==> src/rtl/mu0_control.sv <==
// mu0_control: MU0 fetch/execute control unit.
// Decodes the opcode F and the accumulator flags N/Z into the register
// enables, datapath selects, ALU function and memory request.
// Optional build macro: MU0_WAIT_EN. When defined, any cycle that requests
// memory holds its state while Ready=0, with the register enables suppressed.
`timescale 1ns/1ps
module mu0_control (
  input  logic       Clk,
  input  logic       Reset,
  input  logic [3:0] F,
  input  logic       N,
  input  logic       Z,
  input  logic       Ready,
  output logic       Addr_sel,
  output logic       X_sel,
  output logic       Y_sel,
  output logic [1:0] M,
  output logic       PC_En,
  output logic       IR_En,
  output logic       Acc_En,
  output logic       MEM_rq,
  output logic       RnW,
  output logic       Halted
);

  typedef enum logic [1:0] {
    FETCH   = 2'b00,
    EXECUTE = 2'b01,
    HALT    = 2'b10,
    ILLEGAL = 2'b11
  } state_t;

  localparam logic [3:0] OP_LDA = 4'h0;
  localparam logic [3:0] OP_STA = 4'h1;
  localparam logic [3:0] OP_ADD = 4'h2;
  localparam logic [3:0] OP_SUB = 4'h3;
  localparam logic [3:0] OP_JMP = 4'h4;
  localparam logic [3:0] OP_JGE = 4'h5;
  localparam logic [3:0] OP_JNE = 4'h6;
  localparam logic [3:0] OP_STP = 4'h7;

  localparam logic [1:0] ALU_PASS_Y = 2'b00;
  localparam logic [1:0] ALU_ADD    = 2'b01;
  localparam logic [1:0] ALU_INC_X  = 2'b10;
  localparam logic [1:0] ALU_SUB    = 2'b11;

  state_t state;
  state_t state_nxt;
  logic   stall;

`ifndef MU0_WAIT_EN
  // Ready only matters for the wait-state build.
  logic unused_ready;
  assign unused_ready = Ready;
`endif

  // Output and next-state decode from the current state, opcode and flags.
  always_comb begin
    // NOTE: every output gets a default first so no decode path can infer a latch.
    Addr_sel  = 1'b0;
    X_sel     = 1'b0;
    Y_sel     = 1'b0;
    M         = ALU_PASS_Y;
    PC_En     = 1'b0;
    IR_En     = 1'b0;
    Acc_En    = 1'b0;
    MEM_rq    = 1'b0;
    RnW       = 1'b1;
    Halted    = 1'b0;
    state_nxt = FETCH;

    case (state)
      FETCH: begin
        // Read the instruction at PC into IR while PC advances by one.
        MEM_rq    = 1'b1;
        IR_En     = 1'b1;
        X_sel     = 1'b1;
        M         = ALU_INC_X;
        PC_En     = 1'b1;
        state_nxt = EXECUTE;
      end
      EXECUTE: begin
        Addr_sel  = 1'b1;
        state_nxt = FETCH;
        case (F)
          OP_LDA: begin
            MEM_rq = 1'b1;
            Acc_En = 1'b1;
          end
          OP_STA: begin
            MEM_rq = 1'b1;
            RnW    = 1'b0;
          end
          OP_ADD: begin
            MEM_rq = 1'b1;
            M      = ALU_ADD;
            Acc_En = 1'b1;
          end
          OP_SUB: begin
            MEM_rq = 1'b1;
            M      = ALU_SUB;
            Acc_En = 1'b1;
          end
          OP_JMP: begin
            Y_sel = 1'b1;
            PC_En = 1'b1;
          end
          OP_JGE: begin
            Y_sel = 1'b1;
            PC_En = ~N;
          end
          OP_JNE: begin
            Y_sel = 1'b1;
            PC_En = ~Z;
          end
          OP_STP: state_nxt = HALT;
          default: ;  // 8-F: no operation
        endcase
      end
      HALT: begin
        Halted    = 1'b1;
        state_nxt = HALT;
      end
      default: state_nxt = FETCH;  // illegal encoding recovers to FETCH
    endcase

`ifdef MU0_WAIT_EN
    stall = MEM_rq & ~Ready;
`else
    stall = 1'b0;
`endif

    // A stalled memory cycle keeps its address/selects but commits nothing.
    if (stall) begin
      PC_En     = 1'b0;
      IR_En     = 1'b0;
      Acc_En    = 1'b0;
      state_nxt = state;
    end

    // Reset suppresses every side effect, including any in-flight instruction.
    if (!Reset) begin
      PC_En  = 1'b0;
      IR_En  = 1'b0;
      Acc_En = 1'b0;
      MEM_rq = 1'b0;
      Halted = 1'b0;
    end
  end

  // State register with synchronous active-low reset.
  always_ff @(posedge Clk) begin
    // NOTE: sequential state uses non-blocking assignment so every flop samples pre-edge values.
    if (!Reset) state <= FETCH;
    else        state <= state_nxt;
  end

endmodule

==> config.mk <==
export PLATFORM = sky130hd
export DESIGN_NAME = mu0_control
export DESIGN_NICKNAME = d
export VERILOG_FILES = /design/src/rtl/mu0_control.sv
export SDC_FILE = /design/constraint.sdc
export NUM_CORES = 1
export LEC_CHECK = 0
export ABC_AREA = 0
export CAP_MARGIN = 20
export CORE_AREA = 2 2 39 41
export DETAILED_ROUTE_END_ITERATION = 8
export DIE_AREA = 0 0 41 43
export SYNTH_ARGS = -nofsm -noshare
export SYNTH_HDL_FRONTEND = slang
export SYNTH_SLANG_ARGS = --single-unit
export TNS_END_PERCENT = 100
==> constraint.sdc <==
create_clock -name Clk -period 2.9 [get_ports Clk]
set_clock_uncertainty 0.1 [all_clocks]
set_input_delay 0.725 -clock Clk [delete_from_list [all_inputs] [get_ports Clk]]
set_output_delay 0.725 -clock Clk [all_outputs]
set_load 0.1 [all_outputs]
==> After elaboration in Yosys (flattened, before gate mapping) <==
Index checks and enable logic that the tools add are counted.
{ "word_totals": {"regBits": 2, "latch_bits": 0, "ram_bits": 0, "romBits": 0, "input_bits": 9, "output_inout_bits": 11, "word_cells": 39, "memories": 0} }
{ "op_classes": {"n_addsub": 0, "n_mul": 0, "n_div": 0, "order_cmp": 0, "n_eq_ne": 9, "n_shift": 0, "n_mux": 22, "bitwise": 2, "reduce_logical": 5} }
{ "op_table": {"columns": ["op", "n"], "rows": [
  ["$eq 4x3->1 const B", 4],
  ["$mux 1", 15],
  ["$eq 4x2->1 const B", 2],
  ["$pmux 2 s2", 2],
  ["$pmux 2 s3", 1],
  ["$reduce_or 3->1", 2],
  ["$eq 4x1->1 const B", 1],
  ["$logic_not 4->1", 1],
  ["$pmux 1 s2", 2],
  ["$reduce_or 4->1", 1],
  ["$pmux 1 s3", 1],
  ["$eq 2x1->1 const B", 1],
  ["$eq 2x2->1 const B", 1],
  ["$logic_not 2->1", 1],
  ["$mux 2", 1],
  ["$not 1->1", 2]
]} }

==> Depth between registers and ports, before layout <==
Gate-level depths: netlist of the first run.
{ "depth": {"ltp_word": 5, "depth_mapped": 4} }

==> Worst setup path after synthesis of the first run <==
OpenSTA, ideal clock, no wires.
{ "synth_timing": {"path_kind": "input -> output", "startpoint": "in F[3]", "endpoint": "out M[1]", "arrival_ns": 2.466, "required_ns": 2.075, "setup_slack_ns": -0.391, "stages": 3, "n_path_buf": 0, "path_cell_list": "nor2_1 > nand3_1 > a21oi_1"} }
{ "synth_via": {"elab_chain_len": 3, "elab_cells_between_ends": 4, "classes_between": "eq/ne: 2; mux: 2"} }
{ "synth_lines": {"columns": ["item", "line_no", "rtl"], "rows": [
  ["start, declared", "10", "input logic [3:0] F,"],
  ["$eq 4x2->1", "85", "case (F)"],
  ["$pmux 2 s2 *", "85", null],
  ["$pmux 2 s2 *", "72", "case (state)"],
  ["end, declared", "17", "output logic [1:0] M,"]
]} }
Every way passes the cells marked *; elsewhere a longest branch is shown, timed or not.

==> Worst setup path after layout of the first run <==
{ "layout_timing": {"startpoint": "in F[1]", "endpoint": "out PC_En"} }
{ "layout_via": {"elab_chain_len": 4, "elab_cells_between_ends": 6, "classes_between": "eq/ne: 3; mux: 3"} }
{ "layout_lines": {"columns": ["item", "line_no", "rtl"], "rows": [
  ["$eq 4x3->1", "85", null],
  ["$pmux 1 s3 *", "85", null],
  ["$pmux 1 s2 *", "72", null],
  ["$mux 1 *", "142", "if (!Reset) begin"],
  ["end, declared", "18", "output logic PC_En,"]
]} }
Marked as above.

==> results.toml, run 1 <==
[outcome]
status = "complete, no violations"

[timing]
final.period_utilization = 0.964
max-slew-margin-rel = 0.728
worst_pin_slew_ns = 0.407
finalSetupViolations = 0
max_freq_ghz = 0.358
slew_violations = 0
period_needed_ns = 2.80
rsz0062_at_grt = "false"
hold_viol = 0

[worst_setup_path]
cp-endpoint = "PC_En"
critPathLaunch = "F[1]"
worstSetupEndpointType = "primary output"
reg2reg_depth = 3
worstReg2RegEnd = "state[1]"
reg2reg_from = "state[0]"
critPathLaunchType = "primary input"
cp_cell_sequence = "clkdlybuf4s50_1 -> buf_4 -> nor2_1 -> nor3_1 -> o22ai_2 -> buf_12"
critPathSlowestCell = "clkdlybuf4s50_1"
critical_path_class = "in -> out"
r2r_setup_slack_ns = 1.77
crit_fanout = 8
crit_required_ns = 2.08
worstPathArrival_ns = 1.97
worst_path_largest_cell_delay_ns = 0.48

[floorplan]
dieArea_um2 = 1760
rows = 14
die_w_um = 41
die_h_um = 43
initial_core_util = 0.182
core_um2 = 1380
pin_count = 20

[cts]
cts_buffer_depth = 2
cts_buffers = 3
clk_pin_slew_worst_paths_ns = 0.03
htreeDepth = 1
clock-sinks = 2
cts_tree = "built"
clockRootBuffer = "clkbuf_4"
post_cts_buffers = 0
postCtsHoldBufs = 0
clock_latency_ns = 0.23

[global_route]
overflow = 0
antenna_found_initial = 0
grt_pass1_wl_um = 1170
grt_max_degree = 11
grt_usage = 0.0941
first_global_vias = 280

[cells_and_area]
drive_above_1_share = 0.509
layout.nets = 66
largest_reg_flops = 2
largest-register = "state"
layout_commonest_cell = "buf_12"
layout.cells.non_filler = 71
final_cell_mix = "9 x buf_12, 7 x buf_4, 5 x nor2_1"
antenna_cells = 0
finalInstanceArea_um2 = 602
area_delta_synth_final_pct = 139
top_regs = "state x2"
fillCellCount = 132
utilization = 0.435

[worst_hold_path]
hold_path_class = "reg -> reg"

[yosys]
synth.yosys.seq_area_share = 0.159
ys_ff_latch = 2
yosys_warnings = 0
syn_area_um2 = 251
syn_avg_cell_area_um2 = 7.86
post_synth_inst_count = 32
synthDistinctLibCells = 20
synth_fp_nets = 41

[route]
drt_iter0_drc = 1
firstDrtPassIters = 2
drc = 0
wl_per_cell_um = 10.2
vias_per_cell = 4.25
ant_nets = 0
routed_wl_um = 724
via_count = 302

[placed_design]
port_buffers = 18
placedCellCount = 68
dp_hpwl_um = 567
place_area_um2 = 563
gp_congestion = 0.676

[power_and_ir_drop]
power_mw = 0.222
cellLeakagePower_nw = 0.261
max-vdd-ir-drop_mv = 0.146
power_density_nw_per_um2 = 370

[run]
cap_violations = 0
[Yosys cell counts]
| master | instances | area, µm² |
|---|---|---|
| nand3_1 | 2 | 10.0 |
| and2b_4 | 1 | 10.0 |
| nand2b_1 | 1 | 6.26 |
| a21oi_1 | 2 | 10.0 |
| dfxtp_1 | 2 | 40.0 |
| nand2_1 | 1 | 3.75 |
| nor2_1 | 7 | 26.3 |
| buf_6 | 1 | 11.3 |
| nor3_1 | 1 | 5.00 |
| o22ai_2 | 1 | 12.5 |
| and3_1 | 2 | 12.5 |
| and2_1 | 1 | 6.26 |
| nor2b_1 | 1 | 6.26 |
| buf_2 | 2 | 10.0 |
| nor4b_1 | 2 | 17.5 |
| nand3b_1 | 1 | 7.51 |
| a211o_1 | 1 | 8.76 |
| nand2b_4 | 1 | 13.8 |
| o22ai_1 | 1 | 6.26 |
| nand4bb_4 | 1 | 27.5 |
[logic make-up (layout without fill, tap and decap cells)]
kind of cell    Yosys count  count (layout)  share of synthesized area
buf+inv                   3              26                     0.0846
flops                     2               2                      0.159
simple gates             22              22                      0.607
compound gates            5               5                      0.149
[cell type report]
type | count | area (µm²) | share of cell area
sequential | 2 | 40.0 | 0.0665
clock buffer | 3 | 22.5 | 0.0374
tap | 16 | 20.0 | 0.0333
timing repair buffer | 23 | 310 | 0.516
multi-input combinational | 27 | 209 | 0.347
[routing by layer]
layer / up-vias / track usage / wire, µm
li1: 160 / - / -
met3: 0 / 0 / 29
met1: 133 / 0.134 / 300
met4: 0 / 0.0600 / 0
met2: 9 / 0.134 / 394
met5: - / 0 / 0
[where the power goes]
| group | total [mW] | switching [mW] | internal, mW |
|---|---|---|---|
| combinational | 0.128 | 0.0804 | 0.0472 |
| clock | 0.0620 | 0.0163 | 0.0457 |
| sequential | 0.0329 | 0.00384 | 0.0290 |
[metrics by stage]
| stage | TNS, ns | hold slack (ns) | setup slack, ns |
|---|---|---|---|
| floorplan | 0 | 0.425 | 0.0324 |
| global placement | 0 | 0.478 | 0.0264 |
| detailed placement | -0.00127 | 0.489 | -0.00127 |
| CTS | 0 | 0.490 | 0.0153 |
| global route | 0 | 0.528 | 0.0491 |
| finish | 0 | 0.480 | 0.105 |
[critical path: cells and delay by family]
kind	cells	cell delay (ns)
buf+inv	3	0.82
compound gates	1	0.14
simple gates	2	0.29
[how the worst min path moves through the flow]
| stage | to | startpoint | cells past startpoint |
|---|---|---|---|
| global placement | state[0] | state[0] | 1 |
| floorplan | state[1] | state[1] | 2 |
| global route | state[0] | state[0] | 1 |
| finish | state[1] | state[1] | 2 |
| CTS | state[1] | state[1] | 2 |
| detailed placement | state[1] | state[1] | 2 |
[timing repair]
item	in CTS	in global routing
endpoints found under the hold margin	0	0
endpoints found under the setup margin	1	4
pin swaps	1	0
gates resized for setup	0	5
(Power assumes the default switching activity.)
==> inputs of run 2 (changes only) <==
--- a/config.mk
+++ b/config.mk
@@ -7,9 +7,9 @@
 export LEC_CHECK = 0
 export ABC_AREA = 0
 export CAP_MARGIN = 20
-export CORE_AREA = 2 2 39 41
+export CORE_AREA = 10 10 47 49
 export DETAILED_ROUTE_END_ITERATION = 8
-export DIE_AREA = 0 0 41 43
+export DIE_AREA = 0 0 57 59
 export SYNTH_ARGS = -nofsm -noshare
 export SYNTH_HDL_FRONTEND = slang
 export SYNTH_SLANG_ARGS = --single-unit
==> run 2 against run 1 <==
Effect of this change: sequential power hardly changed; largest power group unchanged; sequential share of layout area shrank 0.12 points; hold slack gained 0.011 ns; combinational power hardly changed; final cell count rose by 1.4%; largest cell class unchanged; critical path type unchanged.
==> results.toml, run 2 (same netlist as run 1, synthesis figures left out) <==
[outcome]
status = "complete, no violations"

[power_and_ir_drop]
power_mw = 0.223
p_sw_frac = 0.449
max-vdd-ir-drop_mv = 0.160
clockPowerShare = 0.271
cellLeakagePower_nw = 0.259
comb_power_share = 0.581
pwr-share-seq = 0.148
power_density_nw_per_um2 = 364
p_int_mw = 0.123
switchingPower_mw = 0.100

[floorplan]
die_w_um = 57
dieArea_um2 = 3360
core_um2 = 1400
rows = 14
die_h_um = 59
initial_core_util = 0.179
pin_count = 20

[cells_and_area]
antenna_cells = 0
layout.nets = 67
top_regs = "state x2"
largest_reg_flops = 2
fillCellCount = 156
layout_commonest_cell = "buf_12"
area_delta_synth_final_pct = 144
final_cell_mix = "9 x buf_12, 8 x buf_4, 5 x nor2_1, 5 x clkdlybuf4s50_1, 3 x clkbuf_4"
largest-register = "state"
drive_above_1_share = 0.536

[route]
via_count = 297
routed_wl_um = 880
drc = 0
wl_per_cell_um = 12.2
drt_iter0_drc = 1
firstDrtPassIters = 3
vias_per_cell = 4.13
ant_nets = 0

[global_route]
grt_usage = 0.0510
first_global_vias = 320
grt_max_degree = 11
grt_pass1_wl_um = 1390
antenna_found_initial = 0
overflow = 0

[worst_setup_path]
crit_fanout = 8
critPathSlowestCell = "clkdlybuf4s50_1"
worstSetupEndpointType = "primary output"
critPathLaunchType = "primary input"
critPathTopFamily = "buffers and inverters"
worst_path_largest_cell_delay_ns = 0.49
cp_cell_sequence = "clkdlybuf4s50_1 -> buf_4 -> nor2_1 -> nor3_1 -> o22ai_2 -> buf_12"
critical_path_class = "in -> out"
worstPathArrival_ns = 2.01
crit_required_ns = 2.08
worst-path-buf-inv = 3

[timing]
final.period_utilization = 0.978
slew_violations = 0
setup_tns_ns = 0
max_freq_ghz = 0.353
hold_viol = 0
worst_pin_slew_ns = 0.435
finalSetupViolations = 0
period_needed_ns = 2.84
rsz0062_at_grt = "false"
max-slew-margin-rel = 0.709

[cts]
cts_tree = "built"
htreeDepth = 1
post_cts_buffers = 0
cts_buffers = 3
cts_buffer_depth = 2
clockRootBuffer = "clkbuf_4"
clock_latency_ns = 0.22
clk_pin_slew_worst_paths_ns = 0.03
clock-sinks = 2
postCtsHoldBufs = 0

[worst_hold_path]
hold_path_class = "reg -> reg"

[run]
cap_violations = 0

[placed_design]
gp_congestion = 0.757
port_buffers = 18
dp_hpwl_um = 748
## run 2: cell types whose count changed in the layout (fill, tap and decap cells not counted), sizes merged
cell | before | now
buf | 16 | 17
clkdlybuf4s50 | 4 | 5
dlymetal6s2s | 3 | 2
## run 2: timing repair
item                       in CTS  in global routing
setup endpoints to repair       0                  2
hold endpoints to repair        0                  0
gates resized for setup         0                  5
## run 2: layout make-up
type                    count  area (µm²)  share of cell area
clock buffers               3        22.5              0.0367
flip-flops and latches      2        40.0              0.0653
multi-input cells          27         215               0.351
repair buffers             24         315               0.514
well taps                  16        20.0              0.0327
## run 2: routing by layer
| layer | global-route usage | vias up | share of wire |
|---|---|---|---|
| met2 | 0.0822 | 14 | 0.45 |
| met5 | 0 | - | 0 |
| met3 | 0.0429 | 0 | 0.12 |
| met1 | 0.0534 | 120 | 0.43 |
| li1 | - | 163 | - |
| met4 | 0 | 0 | 0 |
## run 2: power groups by stage
| stage | registers [mW] | clock network [mW] | logic [mW] |
|---|---|---|---|
| finish | 0.0331 | 0.0604 | 0.130 |
| CTS | 0.0331 | 0.0625 | 0.130 |
| detailed placement | 0.0334 | 0 | 0.130 |
| floorplan | 0.0300 | 0 | 0.0849 |
| global placement | 0.0332 | 0 | 0.129 |
| global route | 0.0334 | 0.0654 | 0.134 |
## run 2: final timing paths
path	start	to	slack [ns]	cells after the start
max	F[1]	PC_En	0.06	6
min reg2reg	state[1]	state[1]	0.49	2
min	state[1]	state[1]	0.49	2
max reg2reg	state[0]	state[1]	1.74	3
## run 2: through the flow
step                      std cells  utilization  worst slack [ns]  area (µm²)  hold WS, ns
after detailed placement         69        0.407           0.00662         571        0.500
after global placement           69        0.407            0.0292         571        0.481
after CTS                        72        0.423           0.00781         593        0.501
after global routing             72        0.438           0.00209         613        0.538
final                            72        0.438            0.0644         613        0.491
after floorplan                  32            -            0.0324         262        0.425
## run 2: tightest hold or removal path, delay by kind of cell, from the launching register on
family,cells,cell delay (ns)
flip-flops,1,0.36
AO/OA/AOI/OAI,1,0.07
AND/OR/NAND/NOR,1,0.10
==> patch, RTL diff (settings of run 1) <==
The option `MU0_WAIT_EN` is turned on by a define.
--- a/src/rtl/mu0_control.sv
+++ b/src/rtl/mu0_control.sv
@@ -6,2 +6,4 @@
 `timescale 1ns/1ps
+`define MU0_WAIT_EN
+
 module mu0_control (
Formal check against the unedited RTL: not equivalent (a bounded check fails within 4 cycles, from zero or initial values and one cycle with Reset low).
==> patch against run 1 <==
Sequential cell count unchanged; sequential power down 4%; area after synthesis up 3.0%; largest power group unchanged; critical path type unchanged; global-route usage up 1.0 points; routed wire length up 15%; worst setup slack worse by 27 ps; total power down 6.7%; cell area up 8.5%; clock power down 3%.
==> patch: results (changes against run 1) <==
Final layout
  • Ant. Diodes: 0 (unchanged)
  • Layout cell share with drive strength beyond 1: 0.5085 (-0.0006163)
  • Final net count: 70 (+6.1%)
  • Fillers: 138 (+4.5%)
  • Finished Layout Cells: 75 (+5.6%)
  • Top flop regs: state (2)

Yosys
  • Yosys warnings: 0 (unchanged)
  • Post-synth top cells: nor2_1 (5), a21oi_1 (3), dfxtp_1 (2), nand2_1 (2), nand3_1 (2)
  • Post-synthesis sequential area ratio: 0.1546 (-0.004615)
  • Synth area leaders: dfxtp_1 (15%), nor4b_4 (9.2%), nor2_1 (7.2%), a21oi_1 (5.8%), and4bb_1 (4.8%)
  • Syn nets: 41 (unchanged)
  • Async set-reset flop share out of synthesis: 0 (unchanged)
  • Yosys cell types: 23 (+15%)
  • Mapped Avg Cell Area: 8.094 sq um (+3.0%)

Worst setup path
  • FF-to-FF Start: state[1]
  • Slowest stage delay, CP: 550 ps (+70 ps)
  • CP Max Fanout: 4 (-4)
  • Data arrival, critical path: 2000 ps (+30 ps)
  • Critical R2R Capture: state[1]
  • Critical Path Source: Ready
  • Cells on worst reg2reg path: 4 (+1)
  • Crit Path Class: primary input to primary output
  • CP Capture Point: Acc_En
  • Flop-to-flop setup slack: 1470 ps (-300 ps)

Timing
  • Min Tclk post-route: 2822 ps (+27.14 ps)
  • Worst slew margin: 0.6650 (-0.06329)
  • Final hold slack: 627.7 ps (+148.0 ps)

Placement
  • Post-place setup slack: -8.611 ps (-7.336 ps)
  • Post-Place Cell Area: 610.6 sq um (+8.4%)
  • Final GP Congestion: 0.7573 (+12%)
  • Sum of net half-perimeters after detailed placement: 617.6 um (+9.0%)
  • Number of port buffers: 19 (+1)

Global route
  • Vias in the first global route: 292 (+4.3%)
  • Largest net degree at the start of global routing: 10 (-1)
  • Initial antenna violation count: 0 (unchanged)
  • GRT Util Overall: 0.1042 (+0.01011)
  • Global-route wire length before repair: 1.235 mm (+5.9%)

Clocking
  • CTS clk-pin slew, worst paths: 30 ps (about the same)
  • Clock buffer depth: 2 (unchanged)
  • H-tree depth: 1 (unchanged)
  • Skew-Pair Late Insertion Delay: 220 ps

Detailed routing
  • Vias: 333 (+10%)
  • Routed wire length: 833 um (+15%)
  • Initial DRC Count: 5 (+4)
  • Drt first pass iters: 4 (+2)

Power
  • P_leak: 0.2962 nW (+13%)
  • Worst vdd ir: 152.9 uV (+4.9%)
  • Switching Fraction: 0.4285 (-0.02341)

Min path
  • Hold EP: state[0]
  • Hold/Removal Path Class: flop to flop
  • Hold_sp: state[0]
  • Worst hold path cell count: 3 (+1)

Outcome
  • Outcome: finished clean
[patch: cell types whose count changed in the layout (fill, tap and decap cells not counted), moves of 2 or more]
| cell | before | now |
|---|---|---|
| and3_1 | 2 | 0 |
| nor3b_4 | 0 | 2 |
| a21oi_1 | 0 | 2 |
| clkdlybuf4s50_1 | 4 | 6 |
[patch: layout make-up]
class,instances,area [sq um],area share
Inverter,1,3.754,0.005747
Clock buffer,3,22.52,0.03448
Timing Repair Buffer,25,325.3,0.4981
Tap cell,16,20.02,0.03065
Multi-Input combinational cell,28,241.5,0.3697
Sequential cell,2,40.04,0.06130
[patch: routing by layer]
| metal | vias to the layer above | part of all wire | global-route usage |
|---|---|---|---|
| met5 | - | 0 | 0 |
| met4 | 0 | 0 | 0.06000 |
| met3 | 0 | 0.097 | 0.02618 |
| met2 | 15 | 0.47 | 0.1313 |
| met1 | 150 | 0.43 | 0.1534 |
| li1 | 168 | - | - |
[patch: cells by family after synthesis]
group                  after synthesis  synth area share
multiplexers                         1           0.03865
flip-flops                           2            0.1546
AND/OR/NAND/NOR                     20            0.5749
buffers and inverters                2           0.05795
AO/OA/AOI/OAI                        7            0.1739
[patch: what timing repair did]
action / CTS / global route
gates resized for setup: 0 / 2
endpoints found under the hold margin: 0 / 0
setup buffers: 2 / 0
pin swaps: 2 / 1
setup endpoints to repair: 1 / 3
[patch: power groups by stage]
stage / Combinational [mW] / Clock, mW / Sequential (mW)
6_report: 0.116 / 0.0604 / 0.0315
5_1_grt: 0.120 / 0.0651 / 0.0317
4_1_cts: 0.117 / 0.0622 / 0.0314
3_5_place_dp: 0.115 / 0 / 0.0318
3_3_place_gp: 0.115 / 0 / 0.0317
2_1_floorplan: 0.0699 / 0 / 0.0308
